File: src/rtl/calc_dec_if.sv
// Command handshake between a scripted controller (master) and the
// button-press decoder (slave).
interface calc_dec_if;
  logic       cmd_valid;
  logic [3:0] cmd_op;
  logic       cmd_ready;

  modport master (output cmd_valid, output cmd_op, input cmd_ready);
  modport slave  (input cmd_valid, input cmd_op, output cmd_ready);
endinterface

File: src/rtl/calc_dec.sv
// Turns an ALU opcode back into the btnl/btnc/btnr combination that encodes it
// and replays a timed press: hold, btnd strobe, then an all-low gap.
module calc_dec #(
  parameter int unsigned HOLD_CYCLES   = 4,
  parameter int unsigned STROBE_CYCLES = 1,
  parameter int unsigned GAP_CYCLES    = 2
) (
  input  logic           clk,
  input  logic           btnu,
  calc_dec_if.slave      cmd,
  output logic           btnl,
  output logic           btnc,
  output logic           btnr,
  output logic           btnd,
  output logic           busy,
  output logic           err,
  output logic           done
);

  typedef enum logic [1:0] {IDLE, SETUP, STROBE, GAP} state_e;

  localparam logic [15:0] HOLD_LOAD   = 16'(HOLD_CYCLES - 1);
  localparam logic [15:0] STROBE_LOAD = 16'(STROBE_CYCLES - 1);
  localparam logic [15:0] GAP_LOAD    = 16'(GAP_CYCLES - 1);

  state_e      state_q, state_d;
  logic [15:0] cnt_q, cnt_d;
  logic [2:0]  btn_q, btn_d;
  logic        err_q, err_d;
  logic        done_q, done_d;

  logic        dec_valid;
  logic [2:0]  dec_btn;
  logic        accept;

  // Inverse of the button encoder; unlisted opcodes have no button combination.
  always_comb begin
    dec_valid = 1'b1;
    dec_btn   = 3'b000;
    unique case (cmd.cmd_op)
      4'b0000: dec_btn = 3'b000;
      4'b0001: dec_btn = 3'b001;
      4'b0010: dec_btn = 3'b010;
      4'b0110: dec_btn = 3'b011;
      4'b0100: dec_btn = 3'b100;
      4'b1001: dec_btn = 3'b101;
      4'b1010: dec_btn = 3'b110;
      4'b0101: dec_btn = 3'b111;
      default: dec_valid = 1'b0;
    endcase
  end

  assign cmd.cmd_ready = (state_q == IDLE) && !btnu;
  assign accept        = cmd.cmd_valid && cmd.cmd_ready;

  // NOTE: every signal gets a default before the case so no path leaves one
  // unassigned, which would otherwise infer a latch.
  always_comb begin
    state_d = state_q;
    cnt_d   = cnt_q;
    btn_d   = btn_q;
    err_d   = 1'b0;
    done_d  = 1'b0;
    unique case (state_q)
      IDLE: begin
        if (accept) begin
          if (dec_valid) begin
            state_d = SETUP;
            cnt_d   = HOLD_LOAD;
            btn_d   = dec_btn;
          end else begin
            err_d = 1'b1;
          end
        end
      end
      SETUP: begin
        if (cnt_q == '0) begin
          state_d = STROBE;
          cnt_d   = STROBE_LOAD;
        end else begin
          cnt_d = cnt_q - 16'd1;
        end
      end
      STROBE: begin
        if (cnt_q == '0) begin
          state_d = GAP;
          cnt_d   = GAP_LOAD;
          btn_d   = 3'b000;
        end else begin
          cnt_d = cnt_q - 16'd1;
        end
      end
      GAP: begin
        if (cnt_q == '0) begin
          state_d = IDLE;
          done_d  = 1'b1;
        end else begin
          cnt_d = cnt_q - 16'd1;
        end
      end
      default: state_d = IDLE;
    endcase
  end

  // NOTE: state is updated with non-blocking assignments so every register
  // samples the pre-edge values regardless of statement order.
  always_ff @(posedge clk) begin
    if (btnu) begin
      state_q <= IDLE;
      cnt_q   <= '0;
      btn_q   <= 3'b000;
      err_q   <= 1'b0;
      done_q  <= 1'b0;
    end else begin
      state_q <= state_d;
      cnt_q   <= cnt_d;
      btn_q   <= btn_d;
      err_q   <= err_d;
      done_q  <= done_d;
    end
  end

  // btn_q is only non-zero during SETUP and STROBE, so it drives the pins directly.
  assign {btnl, btnc, btnr} = btn_q;
  assign btnd = (state_q == STROBE);
  assign busy = (state_q != IDLE);
  assign err  = err_q;
  assign done = done_q;

endmodule

File: src/flat_wrapper.sv
// flat-port wrapper written by rule: the top's interface ports become plain ports
module calc_dec_flat 
#(
  parameter int unsigned HOLD_CYCLES   = 4,
  parameter int unsigned STROBE_CYCLES = 1,
  parameter int unsigned GAP_CYCLES    = 2
)
  (clk, btnu, btnl, btnc, btnr, btnd, busy, err, done, cmd_cmd_valid, cmd_cmd_op, cmd_cmd_ready);
  calc_dec_if cmd_i ();
  input  logic clk;
  input  logic btnu;
  output logic btnl;
  output logic btnc;
  output logic btnr;
  output logic btnd;
  output logic busy;
  output logic err;
  output logic done;
  input wire logic [$bits(cmd_i.cmd_valid)-1:0] cmd_cmd_valid;
  input wire logic [$bits(cmd_i.cmd_op)-1:0] cmd_cmd_op;
  output wire logic [$bits(cmd_i.cmd_ready)-1:0] cmd_cmd_ready;
  assign cmd_i.cmd_valid = cmd_cmd_valid;
  assign cmd_i.cmd_op = cmd_cmd_op;
  assign cmd_cmd_ready = cmd_i.cmd_ready;
  calc_dec #(.HOLD_CYCLES(HOLD_CYCLES), .STROBE_CYCLES(STROBE_CYCLES), .GAP_CYCLES(GAP_CYCLES)) u_core (.clk(clk), .btnu(btnu), .cmd(cmd_i), .btnl(btnl), .btnc(btnc), .btnr(btnr), .btnd(btnd), .busy(busy), .err(err), .done(done));
endmodule
File: config.mk
export PLATFORM = sky130hd
export DESIGN_NAME = calc_dec_flat
export DESIGN_NICKNAME = d
export VERILOG_FILES = /design/src/rtl/calc_dec_if.sv /design/src/rtl/calc_dec.sv /design/src/flat_wrapper.sv
export SDC_FILE = /design/constraint.sdc
export NUM_CORES = 1
export LEC_CHECK = 0
export BUFFER_PORTS_ARGS = -buffer_cell sky130_fd_sc_hd__buf_2
export CORE_MARGIN = 2
export CORE_UTILIZATION = 61
export CTS_CLUSTER_DIAMETER = 200
export CTS_CLUSTER_SIZE = 30
export DETAILED_ROUTE_END_ITERATION = 16
export PLACE_DENSITY_LB_ADDON = 0.2
export SLEW_MARGIN = 20
export SYNTH_ARGS = -nofsm -noshare
export SYNTH_HDL_FRONTEND = slang
export SYNTH_SLANG_ARGS = --single-unit
File: constraint.sdc
create_clock -name clk -period 5.8 [get_ports clk]
set_input_delay 1.16 -clock clk [delete_from_list [all_inputs] [get_ports clk]]
set_output_delay 1.16 -clock clk [all_outputs]
set_load 0.005 [all_outputs]
# Yosys cells after proc, flatten, opt, wreduce, memory -nomap -nowiden
# Cells that the tools add are included.
[totals]
reg_bits = 23
wordCells = 59
[op_classes]
mux = 20
addsub = 1
eq_ne = 16
bitwise = 3
n_reduce_logical = 14
[ops]
columns = ["op", "count"]
rows = [
  ["$mux 16", 5],
  ["$pmux 16 s4", 1],
  ["$pmux 3 s7", 1],
  ["$logic_not 16->1", 1],
  ["$sub 16x1->16 const B", 1],
  ["$eq 4x3->1 const B", 3],
  ["$mux 2", 5],
  ["$ne 2x1->1 const B", 5],
  ["$mux 3", 3],
  ["$eq 4x4->1 const B", 2],
  ["$pmux 2 s4", 1],
  ["$reduce_or 8->1", 1],
  ["$pmux 3 s2", 1],
  ["$reduce_and 5->1", 1],
  ["$eq 2x2->1 const B", 2],
  ["$eq 4x1->1 const B", 1],
  ["$eq 4x2->1 const B", 1],
  ["$logic_not 4->1", 1],
  ["$reduce_and 4->1", 1],
  ["$reduce_bool 2->1", 2],
  ["$mux 1", 3],
  ["$not 1->1", 3],
  ["$reduce_and 3->1", 1],
  ["$reduce_or 3->1", 1],
  ["6 further kinds", 7],
]

# Depth between registers and ports, before layout
# Gate-level depths: netlist of run 1.
[depth]
word_depth = 6
mapped_depth = 8
depth_no_buf = 7

# Worst setup path before layout of run 1
# No wires, ideal clock.
[synth_path]
kind = "input-to-output"
start = "input port btnu"
end = "output port cmd_cmd_ready"
required_ps = 4640
setup_slack_ps = 3126
stages = 2
n_path_buf = 1
arrival_ps = 1514
cell_sequence = "clkbuf_1 nor2b_1"
[synth_between]
elab_chain_cells = 2
[synth_rtl]
columns = ["element", "line", "rtl"]
rows = [
  ["start: declaration", "flat_wrapper.sv:11", "input logic btnu;"],
  ["$logic_not 1->1", "calc_dec.sv:53", "assign cmd.cmd_ready = (state_q == IDLE) && !btnu;"],
  ["$logic_and 1x1->1", "calc_dec.sv:53", ""],
  ["end: declaration", "flat_wrapper.sv:21", "output wire logic [$bits(cmd_i.cmd_ready)-1:0] cmd_cmd_ready;"],
]
# Every way passes these cells.

# Final worst setup path of run 1
[layout_path]
start = "input port cmd_cmd_op[2]"
end = "register u_core.cnt_q[5]"
[layout_between]
elab_chain_cells = 5
elab_cells_between_ends = 12
classes_between = "eq/ne: 8; mux: 1; reduce/logical: 3"
[layout_rtl]
columns = ["element", "line", "rtl"]
rows = [
  ["start: declaration", "flat_wrapper.sv:20", "input wire logic [$bits(cmd_i.cmd_op)-1:0] cmd_cmd_op;"],
  ["$eq 4x1->1 (tied with other cells)", "calc_dec.sv:40", "unique case (cmd.cmd_op)"],
  ["$reduce_or 8->1 (no line) *", "-", ""],
  ["$mux 1 *", "calc_dec.sv:40", ""],
  ["$ne 2x1->1 (no line) *", "-", ""],
  ["$reduce_and 3->1 (no line) *", "-", ""],
  ["end signal: assignment", "calc_dec.sv:116", "cnt_q <= cnt_d;"],
  ["end: declaration", "calc_dec.sv:27", "logic [15:0] cnt_q, cnt_d;"],
]
# Every way passes the cells marked *; elsewhere a longest branch is shown, timed or not.
# A chain may end at the register's enable or synchronous reset.

==> results.txt, run 1 <==
----------------------------------------------------
[Setup path]
  RR Startpoint ... u_core.cnt_q[12]
  Crit-path max FO ... 14
  Logic depth of the worst setup path including buffers ... 6
  Largest incremental delay on the critical path ... 870 ps
  Crit path DAT ... 3160 ps
  Capturing instance or port of the critical path ... u_core.cnt_q[5]
  Series of cell instances along the critical path ... buf_2 -> o21bai_1 -> a221oi_2 -> nor2_1 -> o311ai_2 -> o21ba_2
  Worst path top cell family by delay ... compound AO/OA/AOI/OAI gates
  CP Buf/Inv Count ... 1
  Critical Path Start ... cmd_cmd_op[2]
  Required time at the worst-slack endpoint ... 6040 ps
  Worst Setup Path Type ... in2reg
  Highest-delay cell along the critical path ... sky130_fd_sc_hd__o311ai_2
  Cells on worst reg2reg path ... 5
  Startpoint type of the worst setup path ... input port
  Endpoint of the lowest-slack register-to-register path ... u_core.cnt_q[5]
  Sort of element at the end of the critical path ... flip-flop
  Register-to-Register Setup Slack ... 3300 ps

[Yosys]
  Synthesized instance count ... 155
  Post-synthesis sequential area ratio ... 0.349
  Average cell area after synthesis ... 8.51 um2
  Distinct cell type count of the synthesized netlist ... 43
  Post-synthesis cell area ... ~1300 um2
  Number of storage elements in the synthesis netlist ... 23
  Synth warn ... 0
  Number of nets in the synthesized netlist ... 168
  Share of synthesized flip-flops with an asynchronous set or reset ... 0
  EDFF count, synth ... 0
  Top FF cell, synth ... sky130_fd_sc_hd__dfxtp_1

[Timing]
  Unrepaired setup endpoints after global routing ... false
  Final critical-path required period ... 2920 ps
  Actual transition at the worst max-transition pin ... 1090 ps
  Total count of max-transition violations in the final report ... 0
  Highest achievable clock rate ... between 300 and 400 MHz
  Setup TNS Final ... 0 ps
  Clock skew after layout ... ~1.8 ps
  Headroom to the max-slew limit ... 0.266
  Final Hold Violating Endpoints ... 0
  Number of endpoints failing setup at the final stage ... 0
  Final period utilization ... 0.504

[Global routing]
  Pin count of the biggest net entering global routing ... 18
  GRT Resource Usage Total ... 0.248
  Overall overflow remaining after global route ... 0
  Antenna violations before repair ... 0
  First-pass GRT wire length ... 4860 um
  Vias in the first global route ... between 1000 and 1500

[Clock network]
  Hold bufs inserted after CTS ... 0
  Max clock buf depth ... 2
  TritonCTS clock tree ... built
  Setup fix buffers added after clock tree synthesis ... 0
  Clock transition at the registers of the reported paths ... 130 ps
  Latest clock arrival within the worst-skew pair ... 320 ps
  Number of buffers inserted during clock tree synthesis ... 3
  Count of instances resized after the clock tree is built ... 0
  Clock tree sinks ... 23
  Root buffer cell ... sky130_fd_sc_hd__clkbuf_4
  CTS H-tree lvls ... 1

[Routing]
  Starting DRC count in detailed routing ... 37
  DRC violations left ... 0
  Met3 wire length ... between 90 and 100 um
  Total met2 wirelength after detailed routing ... 1420 um
  Wire length per cell ... between 10 and 15 um
  Count of nets left with antenna violations after detail routing ... 0
  Detailed-route via count ... 1239
  Pre-antenna DRT Iters ... 4
  Routed length on met1 ... 1250 um
  Final wirelength ... 2800 um
  Highest routed metal layer ... met4
  Average vias per placed instance ... about 6.4

[Final layout]
  Antenna diode count ... 0
  Area added between synthesis and finish ... 8.16%
  Number of nets in the layout ... 181
  Non-filler cells, final ... 194
  Ratio of cells with drive above 1 in the final layout ... 0.162
  Sequential cell area ... 460 um2
  FILL cells ... 167
  Final instance area ... roughly 1400 um2
  Area of combinational cells with multiple inputs ... 808 um2

[Hold path]
  Type of the most critical hold path ... reg2reg

[Place]
  Final Wtd Congestion ... 0.824
  Detailed-placement wirelength estimate ... 1970 um
  Cell count after placement ... 190
  Count of input and output buffers ... 14
  Placed cell areas ... 1400 um2

[Job]
  Max-cap viol count ... 0

[Floorplanning]
  Core Region ... 2000 um2
  Floorplan die area ... 2550 um2
  Initial core utilization ... 0.659
  Placement row count ... 16
  Die H ... 50.5 um
  Io pins ... 15
  Die Span X ... slightly above 50 um

[Outcome]
  Run status ... finished clean

----------------------------------------------------
[worst min-delay path, stage by stage, from the launching register on]
cell and delay [ps]:
sky130_fd_sc_hd__dfxtp_1 330, sky130_fd_sc_hd__o21ai_0 60, sky130_fd_sc_hd__a21oi_1 60
[synthesized netlist by cell type, drive strengths merged (2+ instances only)]
cell | n | area [um2]
o31ai | 7 | 52.6
nand3b | 2 | 15.0
inv | 7 | 26.3
a221oi | 2 | 23.8
or4 | 10 | 78.8
o31a | 2 | 17.5
nor3 | 3 | 15.0
dfxtp | 23 | 460
nor4 | 4 | 37.5
ha | 6 | 75.1
nor2 | 9 | 33.8
o21a | 2 | 15.0
o21ai | 14 | 70.1
or3 | 10 | 67.6
nand3 | 2 | 10.0
nand2b | 5 | 31.3
nand2 | 4 | 17.5
clkbuf | 5 | 18.8
a21oi | 21 | 109
[per-layer routing]
metal  vias up  global-route usage
met1       592               0.288
li1        621                   -
met5         -                   0
met2        21               0.443
met4         0              0.0901
met3         5              0.0536
[metrics by stage]
| stage | setup WS (ps) | hold WS [ps] | utilization |
|---|---|---|---|
| after floorplan | 3130 | 448 | - |
| final | 2880 | 488 | 0.713 |
| after global placement | 2580 | 458 | 0.699 |
| after CTS | 2880 | 489 | 0.713 |
| after detailed placement | 2530 | 469 | 0.699 |
| after global routing | 2700 | 508 | 0.713 |
[cells by family after synthesis]
logic type,Yosys count,share of synthesized area
AOI/OAI and AO/OA,58,0.289
xor gates and xnor gates,1,0.00664
adders and majority gates,6,0.0569
buffers and inverters,13,0.0380
DFF,23,0.349
and+or+nand+nor,54,0.260
[placed cells by master, fill, tap and decap left out, types with 2 or more instances in the layout]
| cell | n |
|---|---|
| sky130_fd_sc_hd__nand2b_1 | 5 |
| sky130_fd_sc_hd__nor4_1 | 2 |
| sky130_fd_sc_hd__o21a_1 | 2 |
| sky130_fd_sc_hd__buf_2 | 14 |
| sky130_fd_sc_hd__nor4_2 | 2 |
| sky130_fd_sc_hd__nor3_1 | 3 |
| sky130_fd_sc_hd__nand3_1 | 2 |
| sky130_fd_sc_hd__nand2_1 | 3 |
| sky130_fd_sc_hd__or4_1 | 9 |
| sky130_fd_sc_hd__a21oi_1 | 20 |
| sky130_fd_sc_hd__clkbuf_4 | 3 |
| sky130_fd_sc_hd__ha_1 | 6 |
| sky130_fd_sc_hd__o31ai_1 | 7 |
| sky130_fd_sc_hd__inv_1 | 7 |
| sky130_fd_sc_hd__dfxtp_1 | 23 |
| sky130_fd_sc_hd__o21ai_0 | 13 |
| sky130_fd_sc_hd__nor2_1 | 9 |
| sky130_fd_sc_hd__or3_1 | 9 |
| sky130_fd_sc_hd__nand3b_1 | 2 |
| sky130_fd_sc_hd__o31a_1 | 2 |
[how the worst min path moves through the flow]
stage | from | endpoint | slack [ps] | cells past startpoint
2_1_floorplan | u_core.cnt_q[9] | u_core.cnt_q[9] | 450 | 2
3_5_place_dp | u_core.btn_q[1] | u_core.btn_q[1] | 470 | 2
6_report | u_core.btn_q[1] | u_core.btn_q[1] | 490 | 2
5_1_grt | u_core.btn_q[1] | u_core.btn_q[1] | 510 | 2
3_3_place_gp | u_core.cnt_q[9] | u_core.cnt_q[9] | 460 | 2
4_1_cts | u_core.btn_q[1] | u_core.btn_q[1] | 490 | 2
[layout make-up]
| class | instances | area share |
|---|---|---|
| timing repair buffer | 14 | 0.0491 |
| clock inverter | 1 | 0.00351 |
| multi-input combinational | 119 | 0.567 |
| inverter | 7 | 0.0184 |
| clock buffer | 3 | 0.0158 |
| tap | 27 | 0.0237 |
| sequential | 23 | 0.323 |
[registers in the layout, indices dropped and copies added, names as in the netlist]
register / flops
u_core.cnt_q: 16
u_core.err: 1
u_core.btn_q: 3
u_core.state_q: 2
u_core.done: 1
Power of run 1 is not shown: default switching activity piles up to over one toggle a cycle in this logic, so the estimate is an artifact.
==> inputs of run 2 (changes only) <==
--- a/config.mk
+++ b/config.mk
@@ -7,7 +7,7 @@
 export LEC_CHECK = 0
 export BUFFER_PORTS_ARGS = -buffer_cell sky130_fd_sc_hd__buf_2
 export CORE_MARGIN = 2
-export CORE_UTILIZATION = 61
+export CORE_UTILIZATION = 51
 export CTS_CLUSTER_DIAMETER = 200
 export CTS_CLUSTER_SIZE = 30
 export DETAILED_ROUTE_END_ITERATION = 16
==> constraint.sdc (replaced) <==
create_clock -name clk -period 2.6 [get_ports clk]
set_input_delay 0.52 -clock clk [delete_from_list [all_inputs] [get_ports clk]]
set_output_delay 0.52 -clock clk [all_outputs]
set_load 0.005 [all_outputs]
==> run 2 against run 1 <==
Clock-buffer cell count grew 1. Die area rose by 18%. Via count shrank 0.73%. Core utilization down 13 points. Critical path depth unchanged. Worst hold slack worse by 42 ps. First-iteration DRC count fell by 59%. Sequential share of layout area fell by 0.22 points. Register-to-register slack got worse by 2900 ps. Final cell count increased by 2.1%. Worst setup slack got worse by 2400 ps. Critical endpoint is now u_core.cnt_q[7].
==> results.txt, run 2 (synthesized netlist as in run 1, its figures left out) <==
----------------------------------------------------
[Outcome]
  Run status ... finished clean (unchanged)

[Routing]
  Count of nets left with antenna violations after detail routing ... 0 (unchanged)
  Final wirelength ... 2820 um (was 2800 um)
  Detailed-route via count ... 1230 (was 1239)
  DRC violations left ... 0 (unchanged)
  Average vias per placed instance ... 6.21 (was 6.39)
  Wire length per cell ... 14.2 um (was 14.4 um)
  Pre-antenna DRT Iters ... 4 (unchanged)
  Starting DRC count in detailed routing ... 15 (was 37)

[Floorplanning]
  Die H ... 54.9 um (was 50.5 um)
  Placement row count ... 18 (was 16)
  Initial core utilization ... 0.537 (was 0.659)
  Floorplan die area ... 3010 um2 (was 2550 um2)
  Io pins ... 15 (unchanged)
  Die Span X ... 54.9 um (was 50.5 um)
  Core Region ... 2450 um2 (was 2000 um2)

[Global routing]
  Vias in the first global route ... 1100 (was 1136)
  GRT Resource Usage Total ... 0.215 (was 0.248)
  Antenna violations before repair ... 0 (unchanged)
  Overall overflow remaining after global route ... 0 (unchanged)
  Pin count of the biggest net entering global routing ... 18 (unchanged)
  First-pass GRT wire length ... 4660 um (was 4860 um)

[Setup path]
  Crit path DAT ... 2420 ps (was 3160 ps)
  Sort of element at the end of the critical path ... flip-flop (unchanged)
  Register-to-Register Setup Slack ... 430 ps (was 3300 ps)
  Startpoint type of the worst setup path ... flip-flop (was input port)
  Cells on worst reg2reg path ... 6 (was 5)
  Capturing instance or port of the critical path ... u_core.cnt_q[7] (was u_core.cnt_q[5])
  Required time at the worst-slack endpoint ... 2860 ps (was 6040 ps)
  Critical Path Start ... u_core.state_q[0] (was cmd_cmd_op[2])
  Crit-path max FO ... 17 (was 14)
  Endpoint of the lowest-slack register-to-register path ... u_core.cnt_q[7] (was u_core.cnt_q[5])
  Worst Setup Path Type ... reg2reg (was in2reg)
  RR Startpoint ... u_core.state_q[0] (was u_core.cnt_q[12])

[Timing]
  Final critical-path required period ... 2170 ps
  Headroom to the max-slew limit ... 0.273 (was 0.266)
  Total count of max-transition violations in the final report ... 0 (unchanged)
  Final Hold Violating Endpoints ... 0 (unchanged)
  Highest achievable clock rate ... 461 MHz
  Clock skew after layout ... 5.47 ps (was 1.82 ps)
  Setup TNS Final ... 0 ps (unchanged)
  Unrepaired setup endpoints after global routing ... false (unchanged)
  Actual transition at the worst max-transition pin ... 1080 ps (was 1090 ps)
  Final period utilization ... 0.834
  Number of endpoints failing setup at the final stage ... 0 (unchanged)

[Final layout]
  Max reg flops ... 16 (unchanged)
  Largest registers ... u_core.cnt_q x16, u_core.btn_q x3, u_core.state_q x2 (unchanged)
  Area added between synthesis and finish ... 8.92% (was 8.16%)
  Most used cells in the layout excluding fill and tap cells ... 23 x sky130_fd_sc_hd__dfxtp_1, 20 x sky130_fd_sc_hd__a21oi_1, 14 x sky130_fd_sc_hd__buf_2 (unchanged)
  Commonest non-fill, non-tap cell in the layout ... sky130_fd_sc_hd__dfxtp_1 (unchanged)
  Antenna diode count ... 0 (unchanged)
  Number of nets in the layout ... 182 (was 181)
  Top register by number of flip-flops ... u_core.cnt_q (unchanged)
  Ratio of cells with drive above 1 in the final layout ... 0.161 (was 0.162)
  FILL cells ... 233 (was 167)

[Job]
  Max-cap viol count ... 0 (unchanged)

[Clock network]
  Hold bufs inserted after CTS ... 0 (unchanged)
  Setup fix buffers added after clock tree synthesis ... 0 (unchanged)
  Number of buffers inserted during clock tree synthesis ... 3 (unchanged)
  Root buffer cell ... sky130_fd_sc_hd__clkbuf_4 (unchanged)
  Clock transition at the registers of the reported paths ... 130 ps (about the same)
  Clock tree sinks ... 23 (unchanged)
  TritonCTS clock tree ... built (unchanged)
  Latest clock arrival within the worst-skew pair ... 320 ps (about the same)
  CTS H-tree lvls ... 1 (unchanged)
  Max clock buf depth ... 2 (unchanged)
  Count of instances resized after the clock tree is built ... 0 (unchanged)

[Place]
  Final Wtd Congestion ... 0.763 (was 0.824)
  Count of input and output buffers ... 14 (unchanged)
  Detailed-placement wirelength estimate ... 2040 um (was 1970 um)

[Hold path]
  Type of the most critical hold path ... in2reg (was reg2reg)

----------------------------------------------------
==> run 2: metal layers <==
metal	global-route usage	up-vias	wire, um
met2	0.369	20	1380
met3	0.0328	4	76
li1	-	625	-
met4	0.0958	0	34
met5	0	-	0
met1	0.263	581	1330
==> run 2: cell type report <==
class | instances | area [um2] | area share
clock buffer | 4 | 26.3 | 0.0183
inverter | 7 | 26.3 | 0.0183
multi-input combinational | 119 | 808 | 0.563
sequential | 23 | 460 | 0.321
tap | 30 | 37.5 | 0.0261
timing repair buffer | 15 | 77.6 | 0.0540
==> run 2: worst min path at each step <==
stage / slack (ps) / endpoint / depth (start not counted) / from
final: 450 / u_core.err / 3 / cmd_cmd_valid
after floorplan: 450 / u_core.cnt_q[9] / 2 / u_core.cnt_q[9]
after CTS: 440 / u_core.err / 3 / cmd_cmd_valid
after global routing: 450 / u_core.err / 3 / cmd_cmd_valid
after global placement: 460 / u_core.cnt_q[9] / 2 / u_core.cnt_q[9]
after detailed placement: 470 / u_core.cnt_q[9] / 2 / u_core.cnt_q[9]
==> run 2: worst max-delay path, stage by stage, from the launching register on <==
cell and delay (ps):
sky130_fd_sc_hd__dfxtp_1 410, sky130_fd_sc_hd__ha_1 300, sky130_fd_sc_hd__nor4bb_1 250, sky130_fd_sc_hd__nand4_1 160, sky130_fd_sc_hd__o21ai_1 610, sky130_fd_sc_hd__o21ai_0 210, sky130_fd_sc_hd__a21oi_1 160
==> run 2: per-stage QoR <==
| stage | util | cells | worst slack [ps] | hold WS [ps] | area [um2] |
|---|---|---|---|---|---|
| 6_report | 0.585 | 198 | 432 | 446 | 1440 |
| 5_1_grt | 0.585 | 198 | 273 | 452 | 1440 |
| 4_1_cts | 0.585 | 198 | 424 | 441 | 1440 |
| 3_5_place_dp | 0.574 | 194 | 168 | 472 | 1410 |
| 3_3_place_gp | 0.574 | 194 | 260 | 460 | 1410 |
| 2_1_floorplan | - | 155 | 644 | 448 | 1320 |
Power of run 2 is left out for the same reason.
